==> src/rtl/display_capture_pkg.sv <==
// Shared constants and types for the seven-segment display capture block.
// Macro DISPLAY_CAPTURE_HEX_EN enables decoding of A..F glyphs.
package display_capture_pkg;

  // Lit-segment patterns, bit6=a ... bit0=g.
  localparam logic [6:0] SEG_0 = 7'h7E;
  localparam logic [6:0] SEG_1 = 7'h30;
  localparam logic [6:0] SEG_2 = 7'h6D;
  localparam logic [6:0] SEG_3 = 7'h79;
  localparam logic [6:0] SEG_4 = 7'h33;
  localparam logic [6:0] SEG_5 = 7'h5B;
  localparam logic [6:0] SEG_6 = 7'h5F;
  localparam logic [6:0] SEG_7 = 7'h70;
  localparam logic [6:0] SEG_8 = 7'h7F;
  localparam logic [6:0] SEG_9 = 7'h7B;
  localparam logic [6:0] SEG_A = 7'h77;
  localparam logic [6:0] SEG_B = 7'h1F;
  localparam logic [6:0] SEG_C = 7'h4E;
  localparam logic [6:0] SEG_D = 7'h3D;
  localparam logic [6:0] SEG_E = 7'h4F;
  localparam logic [6:0] SEG_F = 7'h47;
  localparam logic [6:0] SEG_BLANK = 7'h00;
  localparam logic [6:0] SEG_DASH  = 7'h01;

  localparam logic [4:0] CODE_BLANK = 5'd16;
  localparam logic [4:0] CODE_DASH  = 5'd17;

`ifdef DISPLAY_CAPTURE_HEX_EN
  localparam bit HEX_EN = 1'b1;
`else
  localparam bit HEX_EN = 1'b0;
`endif

  typedef enum logic [1:0] {
    OCIOSO,
    ESTABILIZA,
    AMOSTRADO
  } state_t;

  function automatic logic one_hot(input logic [4:0] v);
    return (v != '0) && ((v & (v - 5'd1)) == '0);
  endfunction

endpackage

==> src/rtl/display_capture_seg_decode.sv <==
// Combinational seven-segment to digit-code decoder (active-low input).
// A..F decode only when DISPLAY_CAPTURE_HEX_EN is defined.
module seg_decode
  import display_capture_pkg::*;
(
  input  logic [6:0] seg_n_i,
  output logic [4:0] code_o,
  output logic       valid_o
);

  logic [6:0] lit;
  assign lit = ~seg_n_i;

  // Map a lit-segment pattern to its code; unknown glyphs are invalid.
  always_comb begin
    code_o  = '0;
    valid_o = 1'b1;
    unique case (lit)
      SEG_0:     code_o = 5'd0;
      SEG_1:     code_o = 5'd1;
      SEG_2:     code_o = 5'd2;
      SEG_3:     code_o = 5'd3;
      SEG_4:     code_o = 5'd4;
      SEG_5:     code_o = 5'd5;
      SEG_6:     code_o = 5'd6;
      SEG_7:     code_o = 5'd7;
      SEG_8:     code_o = 5'd8;
      SEG_9:     code_o = 5'd9;
      SEG_A:     begin code_o = 5'd10; valid_o = HEX_EN; end
      SEG_B:     begin code_o = 5'd11; valid_o = HEX_EN; end
      SEG_C:     begin code_o = 5'd12; valid_o = HEX_EN; end
      SEG_D:     begin code_o = 5'd13; valid_o = HEX_EN; end
      SEG_E:     begin code_o = 5'd14; valid_o = HEX_EN; end
      SEG_F:     begin code_o = 5'd15; valid_o = HEX_EN; end
      SEG_BLANK: code_o = CODE_BLANK;
      SEG_DASH:  code_o = CODE_DASH;
      default:   valid_o = 1'b0;
    endcase
  end

endmodule

==> src/rtl/display_capture.sv <==
// Captures a multiplexed 5-digit seven-segment display into digit codes.
// Build option: DISPLAY_CAPTURE_HEX_EN (see display_capture_pkg).
module display_capture
  import display_capture_pkg::*;
#(
  parameter int unsigned SETTLE  = 4,
  parameter int unsigned TIMEOUT = 500000
) (
  input  logic        CLK,
  input  logic        RST,
  input  logic [4:0]  BITS_DIGITOS,
  input  logic [6:0]  BITS_SEGMENTOS,
  output logic [24:0] VALORES,
  output logic [4:0]  VALIDO,
  output logic        QUADRO,
  output logic        ERRO
);

  localparam int SW = $clog2(SETTLE + 1);
  localparam int TW = $clog2(TIMEOUT + 1);

  state_t          st_q;
  logic [SW-1:0]   set_q;
  logic [TW-1:0]   idle_q;
  logic [4:0]      cur_q;
  logic [4:0]      seen_q;
  logic [4:0]      pvld_q;
  logic [4:0][4:0] pend_q;
  logic [4:0][4:0] val_q;
  logic [4:0]      vld_q;
  logic            quadro_q;
  logic            erro_q;
  logic            qpend_q;
  logic            coll_q;

  logic [4:0] sel;
  logic       none;
  logic       single;
  logic       coll;
  logic [4:0] dcode;
  logic       dvalid;
  logic       sample;
  logic [4:0] seen_d;
  logic       full;
  logic       err_now;
  logic       q_req;
  logic       tmo;

  seg_decode u_dec (
    .seg_n_i (BITS_SEGMENTOS),
    .code_o  (dcode),
    .valid_o (dvalid)
  );

  assign sel     = ~BITS_DIGITOS;
  assign none    = (sel == '0);
  assign single  = one_hot(sel);
  assign coll    = !none && !single;
  assign sample  = (st_q == ESTABILIZA) && single && (sel == cur_q)
                && (set_q == SW'(SETTLE - 1));
  assign seen_d  = seen_q | cur_q;
  assign full    = sample && (seen_d == 5'h1F);
  // A collision only reports once, on its first cycle.
  assign err_now = (coll && !coll_q) || (sample && !dvalid);
  assign q_req   = full || qpend_q;
  assign tmo     = (st_q == OCIOSO) && none
                && (idle_q == TW'(TIMEOUT - 1));

  assign VALORES = val_q;
  assign VALIDO  = vld_q;
  assign QUADRO  = quadro_q;
  assign ERRO    = erro_q;

  // Scan FSM: settle on a single digit select, sample once, wait for change.
  always_ff @(posedge CLK) begin
    if (RST) begin
      st_q   <= OCIOSO;
      set_q  <= '0;
      idle_q <= '0;
      cur_q  <= '0;
    end else begin
      unique case (st_q)
        OCIOSO: begin
          if (single) begin
            st_q   <= ESTABILIZA;
            set_q  <= '0;
            cur_q  <= sel;
            idle_q <= '0;
          end else if (coll) begin
            idle_q <= '0;
          end else if (idle_q != TW'(TIMEOUT)) begin
            idle_q <= idle_q + TW'(1);
          end
        end
        ESTABILIZA: begin
          if (!single) begin
            st_q <= OCIOSO;
          end else if (sel != cur_q) begin
            cur_q <= sel;
            set_q <= '0;
          end else if (sample) begin
            st_q <= AMOSTRADO;
          end else begin
            set_q <= set_q + SW'(1);
          end
        end
        AMOSTRADO: begin
          if (!single) begin
            st_q <= OCIOSO;
          end else if (sel != cur_q) begin
            st_q  <= ESTABILIZA;
            cur_q <= sel;
            set_q <= '0;
          end
        end
        default: st_q <= OCIOSO;
      endcase
    end
  end

  // Confirmation, seen mask, timeout and registered status pulses.
  always_ff @(posedge CLK) begin
    if (RST) begin
      seen_q   <= '0;
      pvld_q   <= '0;
      pend_q   <= '0;
      val_q    <= '0;
      vld_q    <= '0;
      quadro_q <= 1'b0;
      erro_q   <= 1'b0;
      qpend_q  <= 1'b0;
      coll_q   <= 1'b0;
    end else begin
      coll_q   <= coll;
      erro_q   <= err_now;
      quadro_q <= q_req && !err_now;
      qpend_q  <= q_req && err_now;
      if (tmo) begin
        vld_q  <= '0;
        pvld_q <= '0;
        seen_q <= '0;
      end
      if (sample) begin
        seen_q <= full ? 5'h00 : seen_d;
        for (int n = 0; n < 5; n++) begin
          if (cur_q[n]) begin
            if (!dvalid) begin
              pvld_q[n] <= 1'b0;
            end else if (pvld_q[n] && (pend_q[n] == dcode)) begin
              val_q[n] <= dcode;
              vld_q[n] <= 1'b1;
            end else begin
              pend_q[n] <= dcode;
              pvld_q[n] <= 1'b1;
            end
          end
        end
      end
    end
  end

endmodule

==> config.mk <==
export PLATFORM = sky130hd
export DESIGN_NAME = display_capture
export DESIGN_NICKNAME = d
export VERILOG_FILES = /design/src/rtl/display_capture_pkg.sv /design/src/rtl/display_capture_seg_decode.sv /design/src/rtl/display_capture.sv
export SDC_FILE = /design/constraint.sdc
export NUM_CORES = 1
export LEC_CHECK = 0
export CORE_ASPECT_RATIO = 2
export CORE_MARGIN = 4
export CORE_UTILIZATION = 58
export CTS_CLUSTER_SIZE = 10
export DETAILED_ROUTE_END_ITERATION = 16
export MAX_ROUTING_LAYER = met4
export PLACE_DENSITY_LB_ADDON = 0.2
export SETUP_SLACK_MARGIN = 0.4
export SLEW_MARGIN = 0
export SYNTH_ARGS = -nofsm -noshare
export SYNTH_HDL_FRONTEND = slang
export SYNTH_SLANG_ARGS = --single-unit
export TNS_END_PERCENT = 100
==> constraint.sdc <==
create_clock -name CLK -period 3.4 [get_ports CLK]
set_clock_uncertainty 0.05 [all_clocks]
set_input_delay 0.68 -clock CLK [delete_from_list [all_inputs] [get_ports CLK]]
set_output_delay 0.68 -clock CLK [all_outputs]
set_load 0.02 [all_outputs]
## Yosys cells after proc, flatten, opt, wreduce, memory -nomap -nowiden

Cells that the tools add are included.

- Input bits: 14
- Register bits: 98
- Word-level logic and storage cells: 182
- Output and inout port bits: 32

- Equal/unequal tests: 40
- Bitwise operators: 9
- Add/subtract/negate cells: 3
- Reduce and logical (&&, ||, !) cells: 49
- Multiplexer cells: 60

Operator list:

| kind | number |
|---|---|
| $pmux 5 s17 | 1 |
| $eq 7x7->1 const B | 12 |
| $mux 19 | 3 |
| $mux 5 | 10 |
| $reduce_and 4->1 | 12 |
| $mux 1 | 31 |
| $eq 5x5->1 | 6 |
| $eq 7x6->1 const B | 3 |
| $add 19x1->19 const B | 1 |
| $eq 19x19->1 const B | 1 |
| $ne 19x19->1 const B | 1 |
| $mux 3 | 6 |
| $logic_and 1x1->1 | 17 |
| $mux 2 | 6 |
| $reduce_or 12->1 | 1 |
| $logic_not 5->1 | 2 |
| $pmux 5 s2 | 1 |
| $ne 3x3->1 const B | 3 |
| $pmux 3 s3 | 1 |
| $ne 2x2->1 const B | 4 |
| $eq 7x1->1 const B | 1 |
| $eq 7x5->1 const B | 1 |
| $logic_not 7->1 | 1 |
| $not 7->7 | 1 |
| 23 further kinds | 35 |

## Logic depth before layout (Yosys ltp)

Gate-level depths: netlist (run 1).

- Depth in word-level cells: 12
- Mapped depth: 11
- Gate-level depth less buffers: 8

## Cells and area by module

From an unflattened synthesis (run 1), not the netlist that was laid out.

- Cells, all modules: 575
- Area, all modules: 5076.1 um^2

By module, submodules not included:

| module | times used | area an instance (um^2) | cells each |
|---|---|---|---|
| display_capture | 1 | 4664.5 | 507 |
| seg_decode | 1 | 411.6 | 68 |

## Worst setup path after synthesis (run 1)

OpenSTA, ideal clock, no wires.

- Path type: input-to-reg
- Start point: input BITS_SEGMENTOS[5]
- End point: register val_q (netlist bit VALORES[9])
- Cell stages on the path: 10
- Library setup time: 0.132 ns
- Path buffers: 3
- Required time: 3.218 ns
- Data arrival time: 2.935 ns
- Setup slack: 0.283 ns
- Cells stage by stage: buf_4 -> and3b_1 -> o31a_1 -> a2111o_1 -> buf_4 -> xor2_1 -> a2111o_1 -> or3_1 -> buf_2 -> mux2i_1

- Word-level cells in the longest chain between the ends: 6

Ends and longest elaborated chain:

| what | RTL line | source |
|---|---|---|
| start: declaration | display_capture.sv:12 | `input logic [6:0] BITS_SEGMENTOS,` |
| $not 7->7 (*) | display_capture_seg_decode.sv:12 | `assign lit = ~seg_n_i;` |
| $eq 7x1->1, or another cell as far along | display_capture_seg_decode.sv:18 | `unique case (lit)` |
| $pmux 5 s17 | display_capture_seg_decode.sv:18 |  |
| $eq 5x5->1 | display_capture.sv:149 | `end else if (pvld_q[n] && (pend_q[n] == dcode)) begin` |
| $logic_and 1x1->1 | display_capture.sv:149 |  |
| $reduce_and 4->1 (no source line) | n/a |  |
| end signal: indexed assignment | display_capture.sv:150 | `val_q[n] <= dcode;` |
| end: declaration | display_capture.sv:29 | `logic [4:0][4:0] val_q;` |

Mark *: on every way between the ends. The rest lies on a longest branch, timed or not.
A chain may end at the register's enable or synchronous reset.

## Worst setup path after layout (run 1)

- Start point: input BITS_SEGMENTOS[0]
- End point: register val_q (netlist bit VALORES[7])

Same word-level chain as after synthesis.

==> impl_metrics.env, run 1 <==
export IMPL_maxSlewViolCount=0
export IMPL_path_delay_family="compound AO/OA/AOI/OAI gates"
export IMPL_ys_warn_count=0
export IMPL_final_cells=783
export IMPL_whs_ns=0.424
export IMPL_die_area_um2=10400
export IMPL_rsz0062_at_grt="no"
export IMPL_reg2reg_to="VALORES[19]"
export IMPL_synthSimpleGateAreaFrac_pct=23.6
export IMPL_status="finished clean"
export IMPL_clock_latency_ns=0.34
export IMPL_wl_per_cell_um=19.3
export IMPL_synth_edff_count=0
export IMPL_setup_slack_ns=0.440
export IMPL_clock_sinks=98
export IMPL_vdd_drop_max_v=0.000389
export IMPL_max_slew_margin_rel_pct=50.3
export IMPL_synth_seq_cells=98
export IMPL_n_antenna_cell=0
export IMPL_drt_iter0_markers=201
export IMPL_maxClockFrequency_mhz=338
export IMPL_finalHoldViolations=0
export IMPL_synth_compound_area_share_pct=14.0
export IMPL_setup_violations=0
export IMPL_vias=4735
export IMPL_synthFlopType="dfxtp_1"
export IMPL_worstHoldStart="VALIDO[0]"
export IMPL_hpwl_um=11200
export IMPL_multiInputGateArea_um2=3020
export IMPL_synth_area_um2=5090
export IMPL_ys_types=63
export IMPL_overflow=0
export IMPL_grt_pass1_vias=4895
export IMPL_nNetsFinal=700
export IMPL_cts_buffers=9
export IMPL_clkSlewWorstSetupHoldPaths_ns=0.07
export IMPL_wirelength_um=15100
export IMPL_drtPass1Iterations=4
export IMPL_rrSetupSlack_ns=0.74
export IMPL_place_area_um2=6140
export IMPL_worstSetupPathType="primary input to flip-flop"
export IMPL_drive_above_1_share_pct=21.1
export IMPL_dp_slack_ns=-0.386
export IMPL_worst_slew_pin_slew_ns=0.740
export IMPL_core_um2=8590
export IMPL_synth_top_family_by_area="simple AND/OR/NAND/NOR gates"
export IMPL_area_delta_synth_final_pct=29.2
export IMPL_post_route_period_util_pct=87.1
export IMPL_htree_levels=3
export IMPL_r2r_start="cur_q[4]"
export IMPL_drv_cap=0
export IMPL_final_seq_area_um2=1960
export IMPL_port_buffers=45
export IMPL_crit_path_max_fanout=6
export IMPL_p_leak_nw=2.73
export IMPL_dieHeight_um=140
export IMPL_powerDensity_nw_per_um2=366
export IMPL_crit_buf_inv=4
export IMPL_hp_class="flip-flop to flip-flop"
export IMPL_rows=48
export IMPL_cp_end_kind="flip-flop"
export IMPL_synthAdderAreaFrac_pct=1.97
export IMPL_die_x_um=74.3
export IMPL_hold_buffers=0
export IMPL_async_reset_ff_share_pct=0
export IMPL_syn_inst=574
export IMPL_min_period_ns=2.96
export IMPL_synth_mux_area_share_pct=10.6
export IMPL_grt_pass1_wl_um=24000
export IMPL_start_util_pct=59.3
export IMPL_viasPerCell=6.05
export IMPL_clockBufferDepth=2
export IMPL_cts_tree="done"
export IMPL_antenna_found_initial=0
export IMPL_cp_slowest_stage_delay_ns=0.44
export IMPL_avgSynthCellArea_um2=8.87
export IMPL_whs_endpoint="VALIDO[0]"
export IMPL_fillers=631
export IMPL_io_pins=46
export IMPL_postRouteAntennaNets=0
export IMPL_required_ns=3.56
export IMPL_slowest_stage="a2111o_1"
export IMPL_stdcell_area_um2=6580
export IMPL_placed_cells=762
export IMPL_arrival_ns=3.12
export IMPL_grt_max_degree=43
export IMPL_route_detailed_drc=0
export IMPL_gp_congestion=0.886
export IMPL_synth_xor_area_share_pct=6.54
export IMPL_synth_seq_area_share_pct=38.5
export IMPL_crit_chain="clkdlybuf4s15_1 -> buf_4 -> nor3_1 -> o31a_1 -> a2111o_1 -> buf_4 -> xor2_1 -> a2111o_1 -> or3_4 -> buf_12 -> mux2i_1"
export IMPL_grt_usage_pct=30.7
export IMPL_syn_num_nets=596
export IMPL_cts_root_buf="clkbuf_16"
export IMPL_min_path_cells=2
export IMPL_start_kind="primary input"
export IMPL_r2r_cells=9
==> report_power, final <==
| group | total [mW] | switching, mW | internal [mW] |
|---|---|---|---|
| Clock | 0.989 | 0.464 | 0.524 |
| Sequential | 1.18 | 0.0196 | 1.16 |
| Combinational | 0.241 | 0.133 | 0.109 |
| Total | 2.41 | 0.616 | 1.79 |
==> what timing repair did <==
| action | in CTS | in global routing |
|---|---|---|
| gates resized for setup | 31 | 30 |
| buffers inserted | 2 | 3 |
| endpoints found under the setup margin | 55 | 39 |
| pin swaps | 3 | 6 |
==> metal layers <==
metal	global-route usage, %	vias to the layer above	part of all wire, %
met3	4.38	74	3.4
li1	-	2233	-
met4	18.7	0	6.4
met1	27.4	2268	33
met2	57.4	160	57
met5	-	-	0
==> logic make-up (layout without fill, tap and decap cells) <==
family,Yosys count,count (layout)
xor+xnor,38,38
mux,54,54
compound gates,95,95
flops,98,98
fa+ha+maj,8,8
buf+inv,52,161
simple gates,229,229
==> area by class of cell <==
class / count / share of cell area (%)
multi-input cells: 424 / 45.9
flip-flops and latches: 98 / 29.8
repair buffers: 134 / 17.4
inverters: 11 / 0.627
clock inverters: 6 / 0.723
clock buffers: 10 / 3.63
well taps: 100 / 1.90
==> worst reg2reg max path, stage by stage, from the launching register on <==
cell	delay, ns
dfxtp_1	0.53
xnor2_1	0.14
nor3_2	0.25
and2_1	0.18
nor4b_4	0.20
buf_6	0.17
and3_1	0.19
or4b_4	0.49
buf_8	0.16
mux2i_1	0.13
==> state kept, by name (all words and copies together), names as in the netlist, 3 cells and up <==
| signal | cells |
|---|---|
| VALIDO | 5 |
| VALORES | 25 |
| cur_q | 5 |
| idle_q | 19 |
| pend_q | 25 |
| pvld_q | 5 |
| seen_q | 5 |
| set_q | 3 |
==> cell usage in the layout (no fill, tap or decap), types with 14 or more instances in the layout <==
master           instances
xnor2_1                 20
nand2b_1                39
mux2i_1                 54
nor2_1                  73
buf_4                   81
a21oi_1                 14
clkdlybuf4s50_1         34
nand3_1                 15
nand2_1                 33
dfxtp_1                 98
xor2_1                  17
==> Yosys cell counts (8+ instances only) <==
| library cell | number | share of area, % |
|---|---|---|
| nand2_1 | 34 | 2.5 |
| or3_1 | 10 | 1.2 |
| a21oi_1 | 17 | 1.7 |
| clkbuf_1 | 17 | 1.3 |
| nor2_1 | 74 | 5.5 |
| mux2i_1 | 54 | 11 |
| inv_1 | 11 | 0.81 |
| xor2_1 | 17 | 2.9 |
| o21ai_0 | 12 | 1.2 |
| ha_1 | 8 | 2.0 |
| nand2b_1 | 39 | 4.8 |
| nand3_1 | 16 | 1.6 |
| buf_2 | 18 | 1.8 |
| dfxtp_1 | 98 | 39 |
| xnor2_1 | 21 | 3.6 |
| nor3_1 | 8 | 0.79 |
| and3_1 | 8 | 0.98 |
==> through the flow <==
stage | total power, mW | util, % | setup TNS (ns)
2_1_floorplan | 1.33 | - | 0
3_3_place_gp | 1.42 | 71.5 | -9.49
3_5_place_dp | 1.43 | 71.5 | -10.85
4_1_cts | 2.40 | 75.6 | 0
5_1_grt | 2.47 | 76.6 | 0
6_report | 2.41 | 76.6 | 0
==> how the worst max path moves through the flow <==
| stage | startpoint | end | depth (start not counted) |
|---|---|---|---|
| final | BITS_SEGMENTOS[0] | VALORES[7] | 11 |
| after global routing | BITS_SEGMENTOS[0] | VALORES[7] | 11 |
| after CTS | BITS_SEGMENTOS[6] | VALORES[19] | 10 |
| after detailed placement | BITS_SEGMENTOS[6] | VALORES[19] | 10 |
| after global placement | BITS_SEGMENTOS[6] | VALORES[24] | 8 |
| after floorplan | BITS_SEGMENTOS[3] | VALORES[24] | 9 |
Note: power is estimated with default switching activity, not from simulation.
==> run 2, diff against run 1 <==
ABC_AREA = 1   (was not set)
CORE_UTILIZATION = 59   (was 58)
SKIP_LAST_GASP = 1   (was not set)
==> run 2 against run 1 <==
Effect of this change: non-clock buffer count is 75 lower; clock power down 2.9%; sequential power grew 5%; register-to-register slack gained 0.23 ns; critical path type unchanged; largest cell class unchanged; highest routed layer unchanged.
==> impl_metrics.env, run 2 <==
export IMPL_grt_pass1_vias=5388
export IMPL_htree_levels=3
export IMPL_synthTopCellsByArea="dfxtp_1 (35%), nand2_1 (12%), nor2_1 (8.8%)"
export IMPL_n_antenna_cell=0
export IMPL_route_detailed_drc=0
export IMPL_drv_cap=0
export IMPL_arrival_ns=3.06
export IMPL_cts_root_buf="clkbuf_16"
export IMPL_start_util_pct=61.3
export IMPL_min_path_cells=2
export IMPL_ys_types=45
export IMPL_final_cell_mix="nand2_1 (181), nor2_1 (130), inv_1 (115)"
export IMPL_wl_per_cell_um=14.6
export IMPL_maxSlewViolCount=0
export IMPL_vias=5625
export IMPL_synthFlopType="dfxtp_1"
export IMPL_die_area_um2=11100
export IMPL_clock_sinks=98
export IMPL_p_leak_nw=2.75
export IMPL_gp_congestion=0.924
export IMPL_rsz0062_at_grt="no"
export IMPL_synth_top_area_cell="dfxtp_1"
export IMPL_synth_area_um2=5560
export IMPL_total_power_mw=2.68
export IMPL_overflow=0
export IMPL_min_period_ns=2.88
export IMPL_synth_seq_cells=98
export IMPL_hp_class="flip-flop to flip-flop"
export IMPL_setup_violations=0
export IMPL_synth_edff_count=0
export IMPL_syn_num_nets=868
export IMPL_fin_setup_tns_ns=0
export IMPL_ys_warn_count=0
export IMPL_vdd_drop_max_v=0.000385
export IMPL_dieHeight_um=145
export IMPL_switchingPower_uw=837
export IMPL_avgSynthCellArea_um2=6.57
export IMPL_die_x_um=76.6
export IMPL_worst_slew_pin_slew_ns=0.656
export IMPL_port_buffers=45
export IMPL_clock_latency_ns=0.35
export IMPL_drtPass1Iterations=5
export IMPL_async_reset_ff_share_pct=0
export IMPL_yosysMostFrequentCell="nand2_1"
export IMPL_finalHoldViolations=0
export IMPL_hpwl_um=11200
export IMPL_powerDensity_nw_per_um2=414
export IMPL_cts_buffers=9
export IMPL_max_slew_margin_rel_pct=56.1
export IMPL_maxClockFrequency_mhz=348
export IMPL_grt_usage_pct=27.0
export IMPL_clockBufferDepth=2
export IMPL_status="finished clean"
export IMPL_viasPerCell=5.61
export IMPL_cts_tree="done"
export IMPL_io_pins=46
export IMPL_p_sw_share_pct=31.3
export IMPL_nNetsFinal=917
export IMPL_grt_pass1_wl_um=24000
export IMPL_synth_top_area_share_pct=35.3
export IMPL_clkPwrFrac_pct=35.9
export IMPL_clkSlewWorstSetupHoldPaths_ns=0.07
export IMPL_drt_iter0_markers=307
export IMPL_cp_end_kind="flip-flop"
export IMPL_synth_seq_area_share_pct=35.3
export IMPL_r2r_cells=11
export IMPL_antenna_found_initial=0
export IMPL_synthTopCellsByCount="nand2_1 (183), nor2_1 (131), inv_1 (115)"
export IMPL_required_ns=3.58
export IMPL_wirelength_um=14700
export IMPL_postRouteAntennaNets=0
export IMPL_drive_above_1_share_pct=10.0
export IMPL_hold_buffers=0
export IMPL_post_route_period_util_pct=84.6
export IMPL_combPwrFrac_pct=18.0
export IMPL_internal_power_mw=1.84
export IMPL_syn_inst=846
export IMPL_mostFrequentLayoutCell="nand2_1"
export IMPL_start_kind="primary input"
export IMPL_rows=49
export IMPL_core_um2=9070
export IMPL_p_seq_share_pct=46.2
export IMPL_grt_max_degree=37
export IMPL_worstSetupPathType="primary input to flip-flop"
export IMPL_crit_path_max_fanout=11
export IMPL_area_delta_synth_final_pct=16.4
-- run 2: cell type report --
cell class	instances	area, µm²
clock buffers	9	225
well taps	102	128
flip-flops and latches	98	1960
inverters	124	469
repair buffers	59	558
clock inverters	7	51.3
fillers	801	2600
multi-input cells	603	3080
-- run 2: metal layers --
layer / part of all wire (%) / track usage, % / vias up
li1: - / - / 2812
met1: 35 / 24.9 / 2583
met2: 56 / 50.9 / 162
met3: 3.5 / 3.78 / 68
met4: 5.5 / 17.0 / 0
met5: 0 / - / -
-- run 2: stage by stage --
step | area [µm²] | setup WS [ns] | cells | hold slack [ns] | util, %
2_1_floorplan | 5560 | 1.13 | 846 | 0.374 | -
3_5_place_dp | 6120 | 0.108 | 985 | 0.394 | 67.5
4_1_cts | 6400 | 0.433 | 1001 | 0.404 | 70.5
6_report | 6470 | 0.524 | 1002 | 0.399 | 71.3
5_1_grt | 6470 | 0.402 | 1002 | 0.438 | 71.3
3_3_place_gp | 6120 | 0.127 | 985 | 0.384 | 67.5
-- run 2: final timing paths --
path / from / endpoint / slack (ns)
max reg2reg: st_q[0] / idle_q[18] / 0.97
min reg2reg: idle_q[18] / idle_q[18] / 0.40
max: BITS_SEGMENTOS[1] / pend_q[24] / 0.52
min: idle_q[18] / idle_q[18] / 0.40
-- run 2: cells by family (layout without fill, tap and decap cells) --
family                   after synthesis  in the layout  share of synthesized area (%)
AO/OA/AOI/OAI                        106            106                           10.3
XOR/XNOR                              11             11                           1.73
adder cells (fa/ha/maj)                8              8                           1.80
buffers and inverters                145            199                           10.4
flip-flops                            98             98                           35.3
AND/OR/NAND/NOR                      478            478                           40.5
-- run 2: worst max-delay path, stage by stage --
cell and delay [ns]:
clkdlybuf4s50_1 0.53, inv_1 0.08, nand2_2 0.17, nor2_1 0.09, nand2_1 0.09, nand2_2 0.09
nor2_8 0.19, nand2_2 0.17, nand2_1 0.12, nand2_1 0.06, nor2_2 0.20, nand3_2 0.24
a21oi_1 0.25, nor2_1 0.09
-- run 2: what timing repair did --
action,CTS,global route
setup buffers,0,1
resized for setup,0,16
setup endpoints to repair,0,52
-- run 2: power by group through the flow --
| stage | combinational [mW] | sequential [mW] | clock [mW] |
|---|---|---|---|
| 2_1_floorplan | 0.335 | 1.25 | 0 |
| 3_3_place_gp | 0.450 | 1.26 | 0 |
| 3_5_place_dp | 0.467 | 1.26 | 0 |
| 4_1_cts | 0.471 | 1.23 | 0.971 |
| 5_1_grt | 0.538 | 1.24 | 1.02 |
| 6_report | 0.481 | 1.24 | 0.960 |
